**src/rtl/complete_arbiter_pkg.sv**
```systemverilog
// complete_arbiter_pkg: shared completion types and the SeqAge helper
//   SEQ_NUM_BITS / NUM_PHYS_REGS : codebase-wide widths
//   complete_entry_t             : one buffered writeback/completion
//   seq_age()                    : distance of a seq num from the commit pointer
package complete_arbiter_pkg;
    localparam int SEQ_NUM_BITS  = 5;
    localparam int NUM_PHYS_REGS = 36;
    localparam int PREG_BITS     = $clog2(NUM_PHYS_REGS);

    typedef logic [SEQ_NUM_BITS-1:0] seq_num_t;
    typedef logic [PREG_BITS-1:0]    preg_t;

    typedef struct packed {
        seq_num_t    seq_num;
        preg_t       preg;
        logic [4:0]  waddr;
        logic [31:0] wdata;
        logic        wen;
    } complete_entry_t;

    // SeqAge: wrap-around distance from head; a larger value is younger
    function automatic seq_num_t seq_age(seq_num_t seq, seq_num_t head);
        return seq - head;
    endfunction
endpackage

```
**src/rtl/complete_arbiter_if.sv**
```systemverilog
// complete_arbiter_if: requester handshake, squash/age inputs and completion broadcast
//   master : execute pipes + ROB side (drives req_*, head, squash; sees rdy, complete_*)
//   slave  : complete_arbiter
interface complete_arbiter_if
    import complete_arbiter_pkg::*;
#(
    parameter int p_num_reqs      = 2,
    parameter int p_seq_num_bits  = SEQ_NUM_BITS,
    parameter int p_num_phys_regs = NUM_PHYS_REGS
);
    localparam int PB = $clog2(p_num_phys_regs);

    logic [p_num_reqs-1:0]                     req_val;
    logic [p_num_reqs-1:0]                     req_rdy;
    logic [p_num_reqs-1:0][p_seq_num_bits-1:0] req_seq_num;
    logic [p_num_reqs-1:0][PB-1:0]             req_preg;
    logic [p_num_reqs-1:0][4:0]                req_waddr;
    logic [p_num_reqs-1:0][31:0]               req_wdata;
    logic [p_num_reqs-1:0]                     req_wen;
    logic [p_seq_num_bits-1:0]                 head_seq_num;
    logic                                      squash_val;
    logic [p_seq_num_bits-1:0]                 squash_seq_num;
    logic                                      complete_val;
    logic [p_seq_num_bits-1:0]                 complete_seq_num;
    logic [PB-1:0]                             complete_preg;
    logic [4:0]                                complete_waddr;
    logic [31:0]                               complete_wdata;
    logic                                      complete_wen;

    modport master (
        output req_val, req_seq_num, req_preg, req_waddr, req_wdata, req_wen,
               head_seq_num, squash_val, squash_seq_num,
        input  req_rdy, complete_val, complete_seq_num, complete_preg,
               complete_waddr, complete_wdata, complete_wen
    );

    modport slave (
        input  req_val, req_seq_num, req_preg, req_waddr, req_wdata, req_wen,
               head_seq_num, squash_val, squash_seq_num,
        output req_rdy, complete_val, complete_seq_num, complete_preg,
               complete_waddr, complete_wdata, complete_wen
    );
endinterface

```
**src/rtl/complete_arbiter_rr_pick.sv**
```systemverilog
// complete_arbiter_rr_pick: rotate-priority picker
//   elig_i : eligible requesters
//   ptr_i  : highest-priority index
//   gnt_o  : one-hot grant, idx_o : granted index, any_o : some grant made
module complete_arbiter_rr_pick #(
    parameter int p_n  = 2,
    parameter int p_pw = 1
) (
    input  logic [p_n-1:0]  elig_i,
    input  logic [p_pw-1:0] ptr_i,
    output logic [p_n-1:0]  gnt_o,
    output logic [p_pw-1:0] idx_o,
    output logic            any_o
);
    // Scan from the farthest position back to ptr so the nearest eligible wins
    always_comb begin
        idx_o = '0;
        any_o = 1'b0;
        gnt_o = '0;
        for (int k = p_n - 1; k >= 0; k--) begin
            if (elig_i[(int'(ptr_i) + k) % p_n]) begin
                idx_o = p_pw'((int'(ptr_i) + k) % p_n);
                any_o = 1'b1;
            end
        end
        if (any_o) gnt_o[idx_o] = 1'b1;
    end
endmodule

```
**src/rtl/complete_arbiter.sv**
```systemverilog
// complete_arbiter: one-entry buffer per execute pipe, round-robin onto the single completion port
//   clk, rst_n : clock, async active-low reset
//   bus        : requester handshake, squash/head inputs, completion broadcast
module complete_arbiter
    import complete_arbiter_pkg::*;
#(
    parameter int p_num_reqs      = 2,
    parameter int p_seq_num_bits  = SEQ_NUM_BITS,
    parameter int p_num_phys_regs = NUM_PHYS_REGS
) (
    input  logic              clk,
    input  logic              rst_n,
    complete_arbiter_if.slave bus
);
    localparam int PW = p_num_reqs > 1 ? $clog2(p_num_reqs) : 1;
    localparam int PB = $clog2(p_num_phys_regs);

    complete_entry_t             buf_q [p_num_reqs];
    complete_entry_t             buf_d [p_num_reqs];
    logic [p_num_reqs-1:0]       val_q, val_d;
    logic [PW-1:0]               rr_q, rr_d;
    logic [p_num_reqs-1:0]       killed, in_kill, elig, gnt, rdy, store;
    logic [PW-1:0]               idx;
    logic                        any;
    logic [p_seq_num_bits-1:0]   sq_age;

    assign sq_age = seq_age(bus.squash_seq_num, bus.head_seq_num);

    // Strictly younger than the squasher dies; the squasher itself survives
    always_comb begin
        killed  = '0;
        in_kill = '0;
        for (int i = 0; i < p_num_reqs; i++) begin
            killed[i]  = bus.squash_val && (seq_age(buf_q[i].seq_num, bus.head_seq_num) > sq_age);
            in_kill[i] = bus.squash_val && (seq_age(bus.req_seq_num[i], bus.head_seq_num) > sq_age);
        end
    end

    assign elig = val_q & ~killed;

    complete_arbiter_rr_pick #(.p_n(p_num_reqs), .p_pw(PW)) u_pick (
        .elig_i (elig),
        .ptr_i  (rr_q),
        .gnt_o  (gnt),
        .idx_o  (idx),
        .any_o  (any)
    );

    // A slot frees this cycle if empty, being broadcast, or being squashed
    always_comb begin
        buf_d = buf_q;
        val_d = val_q;
        rdy   = '0;
        store = '0;
        rr_d  = any ? ((idx == PW'(p_num_reqs - 1)) ? '0 : idx + 1'b1) : rr_q;
        for (int i = 0; i < p_num_reqs; i++) begin
            rdy[i]   = rst_n && (!val_q[i] || gnt[i] || killed[i]);
            store[i] = bus.req_val[i] && rdy[i] && !in_kill[i];
            val_d[i] = store[i] || (val_q[i] && !gnt[i] && !killed[i]);
            if (store[i])
                buf_d[i] = '{seq_num: bus.req_seq_num[i], preg: bus.req_preg[i][PB-1:0],
                             waddr: bus.req_waddr[i], wdata: bus.req_wdata[i], wen: bus.req_wen[i]};
        end
    end

    assign bus.req_rdy          = rdy;
    assign bus.complete_val     = rst_n && any;
    assign bus.complete_seq_num = buf_q[idx].seq_num;
    assign bus.complete_preg    = buf_q[idx].preg;
    assign bus.complete_waddr   = buf_q[idx].waddr;
    assign bus.complete_wdata   = buf_q[idx].wdata;
    assign bus.complete_wen     = buf_q[idx].wen;

    always_ff @(posedge clk or negedge rst_n) begin
        if (!rst_n) begin
            val_q <= '0;
            rr_q  <= '0;
        end else begin
            val_q <= val_d;
            rr_q  <= rr_d;
        end
    end

    // Entry payload needs no reset; validity is tracked by val_q
    always_ff @(posedge clk) begin
        buf_q <= buf_d;
    end
endmodule

```
**src/flat_wrapper.sv**
```systemverilog
// flat-port wrapper written by rule: the top's interface ports become plain ports
module complete_arbiter_flat import complete_arbiter_pkg::*;
#(
    parameter int p_num_reqs      = 2,
    parameter int p_seq_num_bits  = SEQ_NUM_BITS,
    parameter int p_num_phys_regs = NUM_PHYS_REGS
)
  (clk, rst_n, bus_req_val, bus_req_seq_num, bus_req_preg, bus_req_waddr, bus_req_wdata, bus_req_wen, bus_head_seq_num, bus_squash_val, bus_squash_seq_num, bus_req_rdy, bus_complete_val, bus_complete_seq_num, bus_complete_preg, bus_complete_waddr, bus_complete_wdata, bus_complete_wen);
  complete_arbiter_if #(.p_num_reqs(p_num_reqs), .p_seq_num_bits(p_seq_num_bits), .p_num_phys_regs(p_num_phys_regs)) bus_i ();
  input  logic clk;
  input  logic rst_n;
  input wire logic [$bits(bus_i.req_val)-1:0] bus_req_val;
  input wire logic [$bits(bus_i.req_seq_num)-1:0] bus_req_seq_num;
  input wire logic [$bits(bus_i.req_preg)-1:0] bus_req_preg;
  input wire logic [$bits(bus_i.req_waddr)-1:0] bus_req_waddr;
  input wire logic [$bits(bus_i.req_wdata)-1:0] bus_req_wdata;
  input wire logic [$bits(bus_i.req_wen)-1:0] bus_req_wen;
  input wire logic [$bits(bus_i.head_seq_num)-1:0] bus_head_seq_num;
  input wire logic [$bits(bus_i.squash_val)-1:0] bus_squash_val;
  input wire logic [$bits(bus_i.squash_seq_num)-1:0] bus_squash_seq_num;
  output wire logic [$bits(bus_i.req_rdy)-1:0] bus_req_rdy;
  output wire logic [$bits(bus_i.complete_val)-1:0] bus_complete_val;
  output wire logic [$bits(bus_i.complete_seq_num)-1:0] bus_complete_seq_num;
  output wire logic [$bits(bus_i.complete_preg)-1:0] bus_complete_preg;
  output wire logic [$bits(bus_i.complete_waddr)-1:0] bus_complete_waddr;
  output wire logic [$bits(bus_i.complete_wdata)-1:0] bus_complete_wdata;
  output wire logic [$bits(bus_i.complete_wen)-1:0] bus_complete_wen;
  assign bus_i.req_val = bus_req_val;
  assign bus_i.req_seq_num = bus_req_seq_num;
  assign bus_i.req_preg = bus_req_preg;
  assign bus_i.req_waddr = bus_req_waddr;
  assign bus_i.req_wdata = bus_req_wdata;
  assign bus_i.req_wen = bus_req_wen;
  assign bus_i.head_seq_num = bus_head_seq_num;
  assign bus_i.squash_val = bus_squash_val;
  assign bus_i.squash_seq_num = bus_squash_seq_num;
  assign bus_req_rdy = bus_i.req_rdy;
  assign bus_complete_val = bus_i.complete_val;
  assign bus_complete_seq_num = bus_i.complete_seq_num;
  assign bus_complete_preg = bus_i.complete_preg;
  assign bus_complete_waddr = bus_i.complete_waddr;
  assign bus_complete_wdata = bus_i.complete_wdata;
  assign bus_complete_wen = bus_i.complete_wen;
  complete_arbiter #(.p_num_reqs(p_num_reqs), .p_seq_num_bits(p_seq_num_bits), .p_num_phys_regs(p_num_phys_regs)) u_core (.clk(clk), .rst_n(rst_n), .bus(bus_i));
endmodule
```
**config.mk**
```make
export PLATFORM = sky130hd
export DESIGN_NAME = complete_arbiter_flat
export DESIGN_NICKNAME = d
export VERILOG_FILES = /design/src/rtl/complete_arbiter_pkg.sv /design/src/rtl/complete_arbiter_if.sv /design/src/rtl/complete_arbiter_rr_pick.sv /design/src/rtl/complete_arbiter.sv /design/src/flat_wrapper.sv
export SDC_FILE = /design/constraint.sdc
export NUM_CORES = 1
export LEC_CHECK = 0
export ABC_AREA = 1
export ABC_CLOCK_PERIOD_IN_PS = 4600
export CAP_MARGIN = 20
export CORE_ASPECT_RATIO = 1.1
export CORE_MARGIN = 2
export CORE_UTILIZATION = 43
export CTS_BUF_LIST = sky130_fd_sc_hd__clkbuf_4 sky130_fd_sc_hd__clkbuf_8
export DETAILED_ROUTE_END_ITERATION = 7
export HOLD_SLACK_MARGIN = 0.12
export PLACE_DENSITY = 0.83
export SYNTH_ARGS = -nofsm -noshare
export SYNTH_HDL_FRONTEND = slang
export SYNTH_SLANG_ARGS = --single-unit
```
**constraint.sdc**
```tcl
create_clock -name clk -period 4.6 [get_ports clk]
set_input_delay 0.46 -clock clk [delete_from_list [all_inputs] [get_ports clk]]
set_output_delay 0.46 -clock clk [all_outputs]
set_load 0.02 [all_outputs]
```
* Word level (Yosys, flattened, before mapping) *
Index checks and enable logic that the tools add are counted.
Widths: inputs -> output; s select.

storage, ports and cells
  flip-flop bits (word level) = 101
  bits of input ports = 113
  output and inout bits = 52
  logic and storage cells = 78

cells by class
  add/subtract/negate cells = 7
  order comparisons = 9
  multiplexer cells = 16
  bitwise operators = 4
  reductions and logical operators = 30

operator list
  kind                 number
  $mux 49              3
  $sub 5x5->5          5
  $gt 5x5->1           4
  $logic_and 1x1->1    16
  $mux 1               11
  $logic_not 1->1      8
  $logic_or 1x1->1     6
  $lt 1x2->1 const B   2
  $lt 2x3->1 const B   1
  $add 1x1->1 const B  2
  $and 2x2->2          1
  $ge 2x2->1 const B   1
  $mux 2               1
  $not 1->2            1
  $not 2->2            1
  $and 1x1->1 const A  1
  $demux 1 s1          1
  $ge 1x1->1 const B   1

* Depth between registers and ports, before layout *
Gate-level depths: netlist of run 1.

  word-level depth = 21
  depth in mapped cells = 22
  mapped depth without buffers = 20

* Modules after synthesis *
From an unflattened synthesis of run 1, not the netlist that was laid out.

second synthesis, totals
  cell total of the unflattened synthesis = 377
  area, all modules = 5029.8 um^2

by module, submodules not included
  module                    times used  cells an instance  area each (um^2)  seq. area each (um^2)
  complete_arbiter          1           370                4999.8            3017.9
  complete_arbiter_rr_pick  1           7                  30.0              0.0

* Worst setup path before layout of run 1 *
No wires, ideal clock.

  kind = input to register
  start = input bus_head_seq_num[1]
  end = register u_core.buf_q[49] (netlist name), enable pin
  setup time = 0.456 ns
  arrival time = 4.543 ns
  data required time = 4.144 ns
  slack = -0.399 ns
  stages on the path = 17
  buffers on the path = 0
  cell sequence = inv_1 > fa_1 > a21oi_1 > nor2_1 > nor2_1 > xor2_1 > ha_1 > nand3_1 > nand2_1 > inv_1 > nand2_1 > nor2_1 > nor2_1 > nor2_4 > nand3_1 > nand2_1 > nor2_1

between the ends
  cells in the longest elaborated chain, start to end = 20
  elaborated cells on any way between the ends = 33
  classes of those cells = 4 x add/sub; 5 x order compare; 12 x mux; 2 x bitwise; 10 x reduce/logical

RTL lines
  what                                                                   RTL line                        text
  from (decl)                                                            flat_wrapper.sv:18              input wire logic [$bits(bus_i.head_seq_num)-1:0] bus_head_seq_num;
  $sub 5x5->5                                                            complete_arbiter_pkg.sv:23      return seq - head;
  $gt 5x5->1                                                             complete_arbiter.sv:34          killed[i] = bus.squash_val && (seq_age(buf_q[i].seq_num, bus.head_seq_num) > sq_age);
  $logic_and 1x1->1                                                      complete_arbiter.sv:34
  $not 2->2                                                              complete_arbiter.sv:39          assign elig = val_q & ~killed;
  $and 2x2->2                                                            complete_arbiter.sv:39
  $mux 1 (implied by the code) (3 in a row)                              complete_arbiter_rr_pick.sv:21  if (elig_i[(int'(ptr_i) + k) % p_n]) begin
  $mux 1 (2 in a row)                                                    complete_arbiter_rr_pick.sv:21
  $lt 1x2->1 (implied by the code) / $ge 1x1->1 (equally long branches)  complete_arbiter_rr_pick.sv:26  if (any_o) gnt_o[idx_o] = 1'b1;
  $logic_and 1x1->1 (implied by the code)                                complete_arbiter_rr_pick.sv:26
  $mux 1 (implied by the code)                                           complete_arbiter_rr_pick.sv:26
  $demux 1 s1                                                            complete_arbiter_rr_pick.sv:26
  $mux 2                                                                 complete_arbiter_rr_pick.sv:26
  $logic_or 1x1->1 (2 in a row)                                          complete_arbiter.sv:57          rdy[i] = rst_n && (!val_q[i] || gnt[i] || killed[i]);
  $logic_and 1x1->1                                                      complete_arbiter.sv:57
  $logic_and 1x1->1                                                      complete_arbiter.sv:58          store[i] = bus.req_val[i] && rdy[i] && !in_kill[i];
  $logic_and 1x1->1 *                                                    complete_arbiter.sv:58
  via u_core.store[0]                                                    complete_arbiter.sv:22          logic [p_num_reqs-1:0] killed, in_kill, elig, gnt, rdy, store;
  to (signal assigned)                                                   complete_arbiter.sv:86          buf_q <= buf_d;
  to (decl)                                                              complete_arbiter.sv:18          complete_entry_t buf_q [p_num_reqs];

Mark *: on every way through the listed nets, which the timed path passes. The rest lies on a longest branch. The select of a mux whose other input is x is not followed.
A chain may end at the register's enable or synchronous reset.

* Final worst setup path of run 1 *
  start = input bus_head_seq_num[0]
  end = output bus_complete_preg[5]

between the ends
  cells in the longest elaborated chain, start to end = 14
  elaborated cells on any way between the ends = 20
  classes of those cells = 3 x add/sub; 2 x order compare; 10 x mux; 3 x bitwise; 2 x reduce/logical

RTL lines
  what                                       RTL line                        text
  $sub 5x5->5                                complete_arbiter_pkg.sv:23
  $gt 5x5->1                                 complete_arbiter.sv:34
  $logic_and 1x1->1                          complete_arbiter.sv:34
  $not 2->2 *                                complete_arbiter.sv:39
  $and 2x2->2 *                              complete_arbiter.sv:39
  $mux 1 (implied by the code) (3 in a row)  complete_arbiter_rr_pick.sv:21
  $mux 1                                     complete_arbiter_rr_pick.sv:21
  $mux 1 *                                   complete_arbiter_rr_pick.sv:21
  $not 1->2 (implied by the code) *          complete_arbiter.sv:69          assign bus.complete_preg = buf_q[idx].preg;
  $mux 49 * (3 in a row)                     n/a
  to (decl)                                  flat_wrapper.sv:24              output wire logic [$bits(bus_i.complete_preg)-1:0] bus_complete_preg;

Every way passes the cells marked *; elsewhere a longest branch is shown, timed or not. The select of a mux whose other input is x is not followed.

==> results of run 1 <==
==> power breakdown <==
part	switching [mW]	leakage, nW	internal, mW
Combinational	0.519	2.00	0.344
Sequential	0.0251	0.950	1.10
Clock	0.310	0.115	0.310
==> cell usage in the layout, fill, tap and decap left out, types with 2 or more instances in the layout <==
cell and n:
nand3_2 2, nand3_1 14, dfrtp_1 3, bufinv_16 2, a21oi_1 13, nor2_1 12, clkinv_4 2, inv_1 34
or2_2 2, clkdlybuf4s50_1 112, o21bai_1 3, fa_1 5, clkbuf_8 9, ha_1 36, nor2_4 3, o21ai_0 6
buf_6 4, a21o_1 2, xnor2_1 6, nand4_1 6, edfxtp_1 98, clkinv_2 2, xor2_1 12, clkbuf_2 47
dlymetal6s2s_1 3, nand2_1 184, buf_12 3, clkdlybuf4s15_1 2, buf_4 7, nand3b_1 2, a31oi_1 2
==> worst paths after layout <==
kind	from	end	slack, ps	cells after the start
max	bus_head_seq_num[0]	bus_complete_preg[5]	280	22
min	rst_n	u_core.val_q[1]	330	1
max reg2reg	u_core.buf_q[44]	u_core.buf_q[75]	1050	21
min reg2reg	u_core.rr_q	u_core.val_q[0]	570	2
max in group asynchronous	rst_n	u_core.rr_q	4060	1
min in group clk	u_core.rr_q	u_core.val_q[0]	570	2
==> flip-flops by register name, summed over array words and instances (netlist names) <==
register and count:
u_core.buf_q 98, u_core.val_q 2, u_core.rr_q 1
==> layer usage <==
metal	vias to the layer above	part of all wire (%)
li1	1910	-
met1	1853	37
met2	154	53
met3	35	6.5
met4	0	3.6
met5	-	0
==> worst register-to-register path: cells and delay by family (launching register included) <==
kind,cells,cell delay (ps)
buffers and inverters,5,590
xor gates and xnor gates,1,100
DFF,1,370
adders and majority gates,3,910
and+or+nand+nor,11,1060
AOI/OAI and AO/OA,1,160
==> stage by stage <==
stage,util [%],hold slack [ps],instances
6_report,60.8,335,797
5_1_grt,60.8,326,797
4_1_cts,62.1,316,796
3_5_place_dp,60.7,554,780
3_3_place_gp,60.7,536,780
2_1_floorplan,-,164,464
==> cells by family after synthesis <==
family,after synthesis,share of synthesized area (%)
buffers and inverters,46,4.05
XOR/XNOR,18,3.13
AND/OR/NAND/NOR,228,18.5
adder cells (fa/ha/maj),41,10.9
flip-flops,101,60.0
AO/OA/AOI/OAI,30,3.43
==> layout make-up <==
type                       instances  share of cell area, %
sequential                       101                   43.4
timing repair buffer             178                   22.6
multi-input combinational        317                   26.3
clock buffer                       9                   1.78
clock inverter                     7                   1.42
tap                              150                   2.70
inverter                          35                   1.89
==> what timing repair did <==
action                     in CTS  in global routing
setup endpoints to repair      49                 52
setup buffers                   0                  1
resized for setup              49                106
==> impl_results.md, run 1 <==
- CTS tree: built
- Met1 Resource Use GR: 22.3%
- Per-cell routed wire length: 15.7 microns
- Initial antenna violation count: 0
- Largest area contributor in the netlist: edfxtp_1
- Static Leak: 3.06 nW
- Congestion Overflow GR: 0
- Die height: 117 microns
- Drt total wl: 12500 microns
- Hold_buf cts: 0
- Layout cells sized above 1: 13.8%
- Core area: 0.0114 sq mm
- Placed inst area: 0.00694 sq mm
- Drt first pass iters: 4
- Crit path max-delay family: buffers and inverters
- Final Instance Area: 0.00696 sq mm
- Diode count: 0
- Max-cap violations: 0
- # port buffers: 164
- Slowest cell on the critical path: clkdlybuf4s50_1
- Remaining DRCs: 0
- Final #Nets: 796
- FF/Latch Area: 0.00302 sq mm
- CP required: 4140 ps
- Starting density of the core: 44.0%
- Post-synth top cells: 184 x nand2_1, 98 x edfxtp_1, 36 x ha_1
- Max VDD drop: 0.000321 V
- Setup TNS: 0 ps
- Fmax: 231 MHz
- Post-Syn Area: 0.00503 sq mm
- P&R area growth vs syn: 38.3%
- CTS Buf Count: 9
- Worst path max stage delay: 520 ps
- M3 GR Usage: 5.43%
- Area of the multi-input gates: 0.00183 sq mm
- CP bufs+invs: 6
- Die area: 0.0126 sq mm
- Vias: 3952
- CTS sink cnt: 101
- Hpwl dp: 9410 microns
- Row count: 41
- Final Worst Setup Slack: 278 ps
- Number of global-route vias before repair: 4276
- Min-delay worst type: input port to asynchronous set/reset pin
- Vias per inst: 4.96
- Post-synthesis register bit count: 101
- Clock-pin slew on the worst setup and hold paths: 80 ps
- Status: completed
- Final Cycle Share: 94.0%
- Post-synthesis sequential area ratio: 60.0%
- Worst relative slew slack: 67.6%
- CP most frequent cell: nand2_1
- Yosys warns: 0
- CP Capture Type: primary output
- Total chip power: 2.61 mW
- Setup violators final: 0
- Post-synth EDFFs: 98
- Max Root-Sink Buffers: 2
- Async S/R FF share, synth: 2.97%
- Initial DRC Count: 135
- Distinct cell type count after synthesis: 29
- Worst-skew pair later-pin latency: 370 ps
- Final Max Tran Viols: 0
- Wire length of the first global-routing pass: 20100 microns
- Final min period: 4320 ps
- Total GRT Usage: 20.9%
- Final Hold Violating Endpoints: 0
- GRT busiest layer: met2
- Post-Syn Nets: 618
- GR Util met2: 37.9%
- RD Place Congestion: 0.919
- H-Tree Depth: 3
- Crit path max fanout: 14
- DP Worst Slack: -134 ps
- Filler instances: 918
- Top cells by area, synth: edfxtp_1 58%, nand2_1 14%, ha_1 8.9%, inv_1 2.5%, xor2_1 2.1%
- Ports: 165
- Mapped Avg Cell Area: 10.8 sq um
- Clock Skew: 14.6 ps
- Die width: 107 microns
- Crit start category: input port
- CP arrival: 3860 ps
- Largest net degree at the start of global routing: 50
- Most used DFF post-synth: edfxtp_1
- Post-route ant nets: 0
- Worst Tran Pin Value: 481 ps
- Cells along the critical path: clkdlybuf4s50_1, ha_1, inv_1, fa_1, a21oi_1, nor2_1, nor2_2, xor2_1, ha_1, nand3_1, nand2_1, inv_1, nand2_1, nor2_1, nor2_1, nor2_4, nand2_4, inv_2, buf_6, nand2_1, nand2_1, clkdlybuf4s15_1
- Post-Syn Instances: 464
- Root buffer cell: clkbuf_8
- Total power per unit cell area: 375 mW/mm^2
- Top cell type's share of synthesized area: 58.5%
- Crit path kind: input port to primary output
- Count leader, synth: nand2_1
(Power assumes the default switching activity.)
==> inputs of run 2 (changes only) <==
--- a/config.mk
+++ b/config.mk
@@ -8,9 +8,11 @@
 export ABC_AREA = 1
 export ABC_CLOCK_PERIOD_IN_PS = 4600
 export CAP_MARGIN = 20
+export CELL_PAD_IN_SITES_DETAIL_PLACEMENT = 0
+export CELL_PAD_IN_SITES_GLOBAL_PLACEMENT = 1
 export CORE_ASPECT_RATIO = 1.1
 export CORE_MARGIN = 2
-export CORE_UTILIZATION = 43
+export CORE_UTILIZATION = 33
 export CTS_BUF_LIST = sky130_fd_sc_hd__clkbuf_4 sky130_fd_sc_hd__clkbuf_8
 export DETAILED_ROUTE_END_ITERATION = 7
 export HOLD_SLACK_MARGIN = 0.12
==> impl_results.md, run 2 (same netlist as run 1, synthesis figures left out) <==
- # port buffers: 164 (unchanged)
- Ports: 165 (unchanged)
- Register-to-Register Path Depth: 19 (-9.5%)
- Initial DRC Count: 234 (+73%)
- H-Tree Depth: 3 (unchanged)
- Crit path max fanout: 39 (+25)
- Largest net degree at the start of global routing: 50 (unchanged)
- Hold_buf cts: 0 (unchanged)
- Area of the multi-input gates: 0.00183 sq mm (+0.21%)
- CP arrival: 4100 ps (+240 ps)
- Final Cycle Share: 99.2% (+5.2 points)
- Final Instance Area: 0.00730 sq mm (+4.8%)
- Clock-pin slew on the worst setup and hold paths: 100 ps (+20 ps)
- Final Worst Setup Slack: 37.4 ps (-240 ps)
- Worst R2R Start: u_core.buf_q[93]
- Crit path kind: input port to primary output
- Vias per inst: 4.60 (-7.2%)
- Reg with most FFs: u_core.buf_q
- Starting density of the core: 33.6% (-10 points)
- Min-delay worst type: input port to asynchronous set/reset pin
- P&R area growth vs syn: 44.9%
- Top flop regs: u_core.buf_q: 98 flops, u_core.val_q: 2 flops, u_core.rr_q: 1 flops
- Max Root-Sink Buffers: 2 (unchanged)
- Worst-skew pair later-pin latency: 370 ps (about the same)
- Vias: 3929 (-0.58%)
- Row count: 47 (+15%)
- Worst relative slew slack: 40.4% (-27 points)
- Final #Nets: 807 (+1.4%)
- Crit start category: input port
- Final Max Tran Viols: 0 (unchanged)
- Die height: 134 microns (+14%)
- Crit Reg-Reg Endpoint: u_core.buf_q[21]
- CTS sink cnt: 101 (unchanged)
- Setup slack, reg-to-reg: 780 ps (-270 ps)
- Max reg flops: 98 (unchanged)
- DP Worst Slack: -199 ps (-65.7 ps)
- Placed inst area: 0.00706 sq mm (+1.7%)
- Layout cells sized above 1: 7.60% (-6.2 points)
- Initial antenna violation count: 0 (unchanged)
- CTS tree: built
- Remaining DRCs: 0 (unchanged)
- Core area: 0.0150 sq mm (+31%)
- FF/Latch Area: 0.00302 sq mm (unchanged)
- RSZ-0062 raised after global routing: true
- Drt first pass iters: 4 (unchanged)
- CP required: 4140 ps (about the same)
- Total GRT Usage: 16.4% (-4.4 points)
- Filler instances: 1375 (+50%)
- Number of global-route vias before repair: 4007 (-6.3%)
- Fmax: 219 MHz (-5.3%)
- Hpwl dp: 10100 microns (+7.3%)
- Final Hold Violating Endpoints: 0 (unchanged)
- CTS Buf Count: 9 (unchanged)
- Final min period: 4560 ps (+240 ps)
- Max-cap violations: 0 (unchanged)
- Congestion Overflow GR: 0 (unchanged)
- Wire length of the first global-routing pass: 20100 microns (about the same)
- RD Place Congestion: 0.877 (-4.5%)
- Setup TNS: 0 ps (unchanged)
- Per-cell routed wire length: 15.5 microns (-0.85%)
- Clock Skew: 14.5 ps (-0.138 ps)
- CP Capture Type: primary output
- Worst Tran Pin Value: 885 ps (+404 ps)
- Commonest non-fill, non-tap cell in the layout: nand2_1
- Setup violators final: 0 (unchanged)
- Max VDD drop: 0.000157 V (-51%)
- Most frequent cells in the layout: 184 x nand2_1, 142 x clkdlybuf4s50_1, 98 x edfxtp_1
- Die width: 122 microns (+14%)
- Static Leak: 3.22 nW (+5.0%)
- Post-route ant nets: 0 (unchanged)
- Diode count: 0 (unchanged)
- Die area: 0.0163 sq mm (+29%)
- Status: completed
- Drt total wl: 13300 microns (+6.2%)
- Total power per unit cell area: 354 mW/mm^2 (-5.6%)
- Root buffer cell: clkbuf_8
-- run 2: through the flow --
step | total power [mW] | util [%] | cells | hold WS (ps)
finish | 2.58 | 48.7 | 854 | 298
global route | 2.74 | 48.7 | 854 | 295
CTS | 2.61 | 48.2 | 852 | 270
detailed placement | 2.10 | 47.1 | 836 | 567
global placement | 2.08 | 47.1 | 836 | 577
floorplan | 1.66 | - | 464 | 164
-- run 2: power by group --
group	total, mW	internal, mW	switching [mW]
registers	1.12	1.10	0.0234
clock network	0.513	0.210	0.302
logic	0.944	0.428	0.517
total	2.58	1.74	0.842
-- run 2: worst max path at each step --
| stage | cells after the start | startpoint | end |
|---|---|---|---|
| floorplan | 14 | bus_head_seq_num[1] | u_core.buf_q[0] |
| global placement | 20 | bus_head_seq_num[0] | u_core.buf_q[23] |
| detailed placement | 20 | bus_head_seq_num[0] | u_core.buf_q[23] |
| CTS | 21 | bus_head_seq_num[1] | bus_complete_waddr[2] |
| global route | 19 | bus_head_seq_num[1] | bus_complete_waddr[2] |
| finish | 21 | bus_head_seq_num[1] | bus_complete_waddr[2] |
-- run 2: worst max-delay path, cell delays in order --
cell,delay [ps]
clkdlybuf4s50_1,450
inv_1,170
fa_1,460
a21oi_1,140
nor2_1,60
nor2_1,190
xor2_1,170
ha_1,280
nand3_1,100
nand2_1,50
inv_1,50
nand2_1,50
nor2_1,130
nor2_1,80
nor2_4,110
nand2_4,80
inv_2,80
buf_12,200
nand2_1,90
nand2_1,80
clkdlybuf4s50_1,600
-- run 2: routing by layer --
layer | GRT usage, % | wire (microns)
met5 | 0 | 0
met4 | 7.34 | 367
met3 | 3.94 | 857
met2 | 28.1 | 6550
met1 | 19.5 | 5500
-- run 2: layout make-up --
type | instances | share of cell area (%)
Clock inverter | 5 | 0.463
Multi-Input combinational cell | 318 | 25.1
Timing Repair Buffer | 188 | 26.0
Tap cell | 196 | 3.36
Inverter | 35 | 1.80
Clock buffer | 11 | 1.90
Sequential cell | 101 | 41.4
-- run 2: repair_timing --
item,in CTS,in global routing
buffers inserted,0,1
pin swaps,0,1
gates resized for setup,4,20
endpoints found under the setup margin,49,67
cloned,0,1
==> RTL change, RTL diff (settings of run 2) <==
The package constant `SEQ_NUM_BITS` goes from 5 to 7.
--- a/src/rtl/complete_arbiter_pkg.sv
+++ b/src/rtl/complete_arbiter_pkg.sv
@@ -5,3 +5,3 @@
 package complete_arbiter_pkg;
-    localparam int SEQ_NUM_BITS  = 5;
+    localparam int SEQ_NUM_BITS  = 7;
     localparam int NUM_PHYS_REGS = 36;
Ports: changed (resized bus_complete_seq_num, bus_head_seq_num, bus_req_seq_num and bus_squash_seq_num); port bits go from 165 to 175. No check against the original RTL was run, so the function may have changed too.
==> RTL change against run 2 <==
  * Setup slack improved by 0.28 ns
  * Total power is 11% higher
  * Largest power group unchanged
  * Sequential cell count grew 4
  * Routed wire length is 22% higher
  * Fmax rose by 6.6%
  * Via count is 18% higher
  * Highest routed layer unchanged
  * Final area rose by 12%
  * Sequential share of layout area decreased by 3.1 points
  * Global-route usage is 0.80 points higher
  * Area after synthesis is 16% higher
==> RTL change: results (changes against run 2) <==
- Total track usage: 17.2% (was 16.4%)
- Number of synthesized flops with an enable pin: 102 (was 98)
- R2R setup slack: 0.92 ns (was 0.78 ns)
- Placed insts: 1019 (was 836)
- Asr flop ratio synth: 2.86% (was 2.97%)
- Post-synth top cells: nand2_1, edfxtp_1, ha_1, inv_1, a21oi_1 (was nand2_1, edfxtp_1, ha_1, inv_1, nor2_1)
- Clk_lat worst skew: 0.39 ns (was 0.37 ns)
- Top cells by area, synth: edfxtp_1, nand2_1, ha_1, inv_1, xor2_1 (unchanged)
- Crit path to: bus_complete_wen (was bus_complete_waddr[2])
- RR Startpoint: u_core.buf_q[44] (was u_core.buf_q[93])
- First-pass GRT wire length: 24200 um (was 20100 um)
- Worst-Margin Slew: 0.485 ns (was 0.885 ns)
- FF-to-FF path depth: 22 (was 19)
- Final wirelength: 16200 um (was 13300 um)
- Top Registers: u_core.buf_q (102), u_core.val_q (2), u_core.rr_q (1) (was u_core.buf_q (98), u_core.val_q (2), u_core.rr_q (1))
- CP arrival: 3.82 ns (was 4.10 ns)
- Global placement routability congestion: 0.858 (was 0.877)
- Static Leak: 3.67 nW (was 3.22 nW)
- Critical R2R Capture: u_core.buf_q[76] (was u_core.buf_q[21])
- Port buffer count: 174 (was 164)
- Drt wl/cell: 15.6 um (was 15.5 um)
- Sequential area share after synthesis: 54.0% (was 60.0%)
- Syn Area/Cell: 9.94 sq um (was 10.8 sq um)
- Crit. Startpoint: bus_squash_seq_num[0] (was bus_head_seq_num[1])
- Number of global-route vias before repair: 4732 (was 4007)
- Pin count of the biggest net entering global routing: 46 (was 50)
- Starting DRT DRC Count: 135 (was 234)
- Max Clock Skew: 0.0186 ns (was 0.0145 ns)
- Clock-pin slew on the worst setup and hold paths: 0.12 ns (was 0.10 ns)
- Final worst path period share: 93.1% (was 99.2%)
- Critical Path Fanout Max: 16 (was 39)
- Peak VDD IR: 0.168 mV (was 0.157 mV)
- Status: complete, no violations (unchanged)
- Pre-CTS setup slack: -0.286 ns (was -0.199 ns)
- Drt first pass iters: 5 (was 4)
- DP HPWL: 12300 um (was 10100 um)
==> RTL change: how the worst min path moves through the flow <==
stage	endpoint	slack (ns)	cells after the start
floorplan	u_core.rr_q	0.16	0
CTS	u_core.val_q[1]	0.26	1
global route	u_core.val_q[1]	0.29	1
detailed placement	u_core.val_q[0]	0.56	2
global placement	u_core.val_q[0]	0.56	2
finish	u_core.val_q[1]	0.29	1
==> RTL change: cell type report <==
type	instances	area, sq um
clock buffer	9	124
inverter	54	205
clock inverter	7	70.1
tap	234	293
multi-input combinational	415	2440
sequential	105	3140
fill	1676	8950
antenna	1	2.50
timing repair buffer	213	1920
==> RTL change: layer usage <==
metal / vias up / wire length, um / GRT usage, %
met5: - / 0 / 0
met4: 0 / 401 / 6.33
met3: 25 / 827 / 3.52
met2: 110 / 8010 / 29.9
met1: 2134 / 6920 / 21.1
li1: 2384 / - / -
==> RTL change: worst max-delay path: cells and delay by family <==
kind	cells	cell delay [ns]
buf+inv	6	1.07
xor+xnor	1	0.10
compound gates	1	0.14
simple gates	13	1.19
fa+ha+maj	3	0.84
==> RTL change: logic make-up (layout without fill, tap and decap cells) <==
family	after synthesis	after routing	share of synthesized area, %
simple gates	287	287	19.9
other cells	0	1	0
compound gates	46	46	4.56
xor+xnor	25	25	3.90
buf+inv	65	283	4.73
fa+ha+maj	57	57	12.9
flops	105	105	54.0
==> RTL change: repair_timing <==
item,CTS,global route
buffers inserted,0,1
pin swaps,0,2
endpoints found under the setup margin,51,54
gates resized for setup,63,89
gates cloned,0,1
==> RTL change: power breakdown <==
part / internal (mW) / switching, mW / leakage [nW]
logic: 0.472 / 0.653 / 2.59
clock network: 0.213 / 0.363 / 0.101
registers: 1.15 / 0.0245 / 0.987
total: 1.83 / 1.04 / 3.67
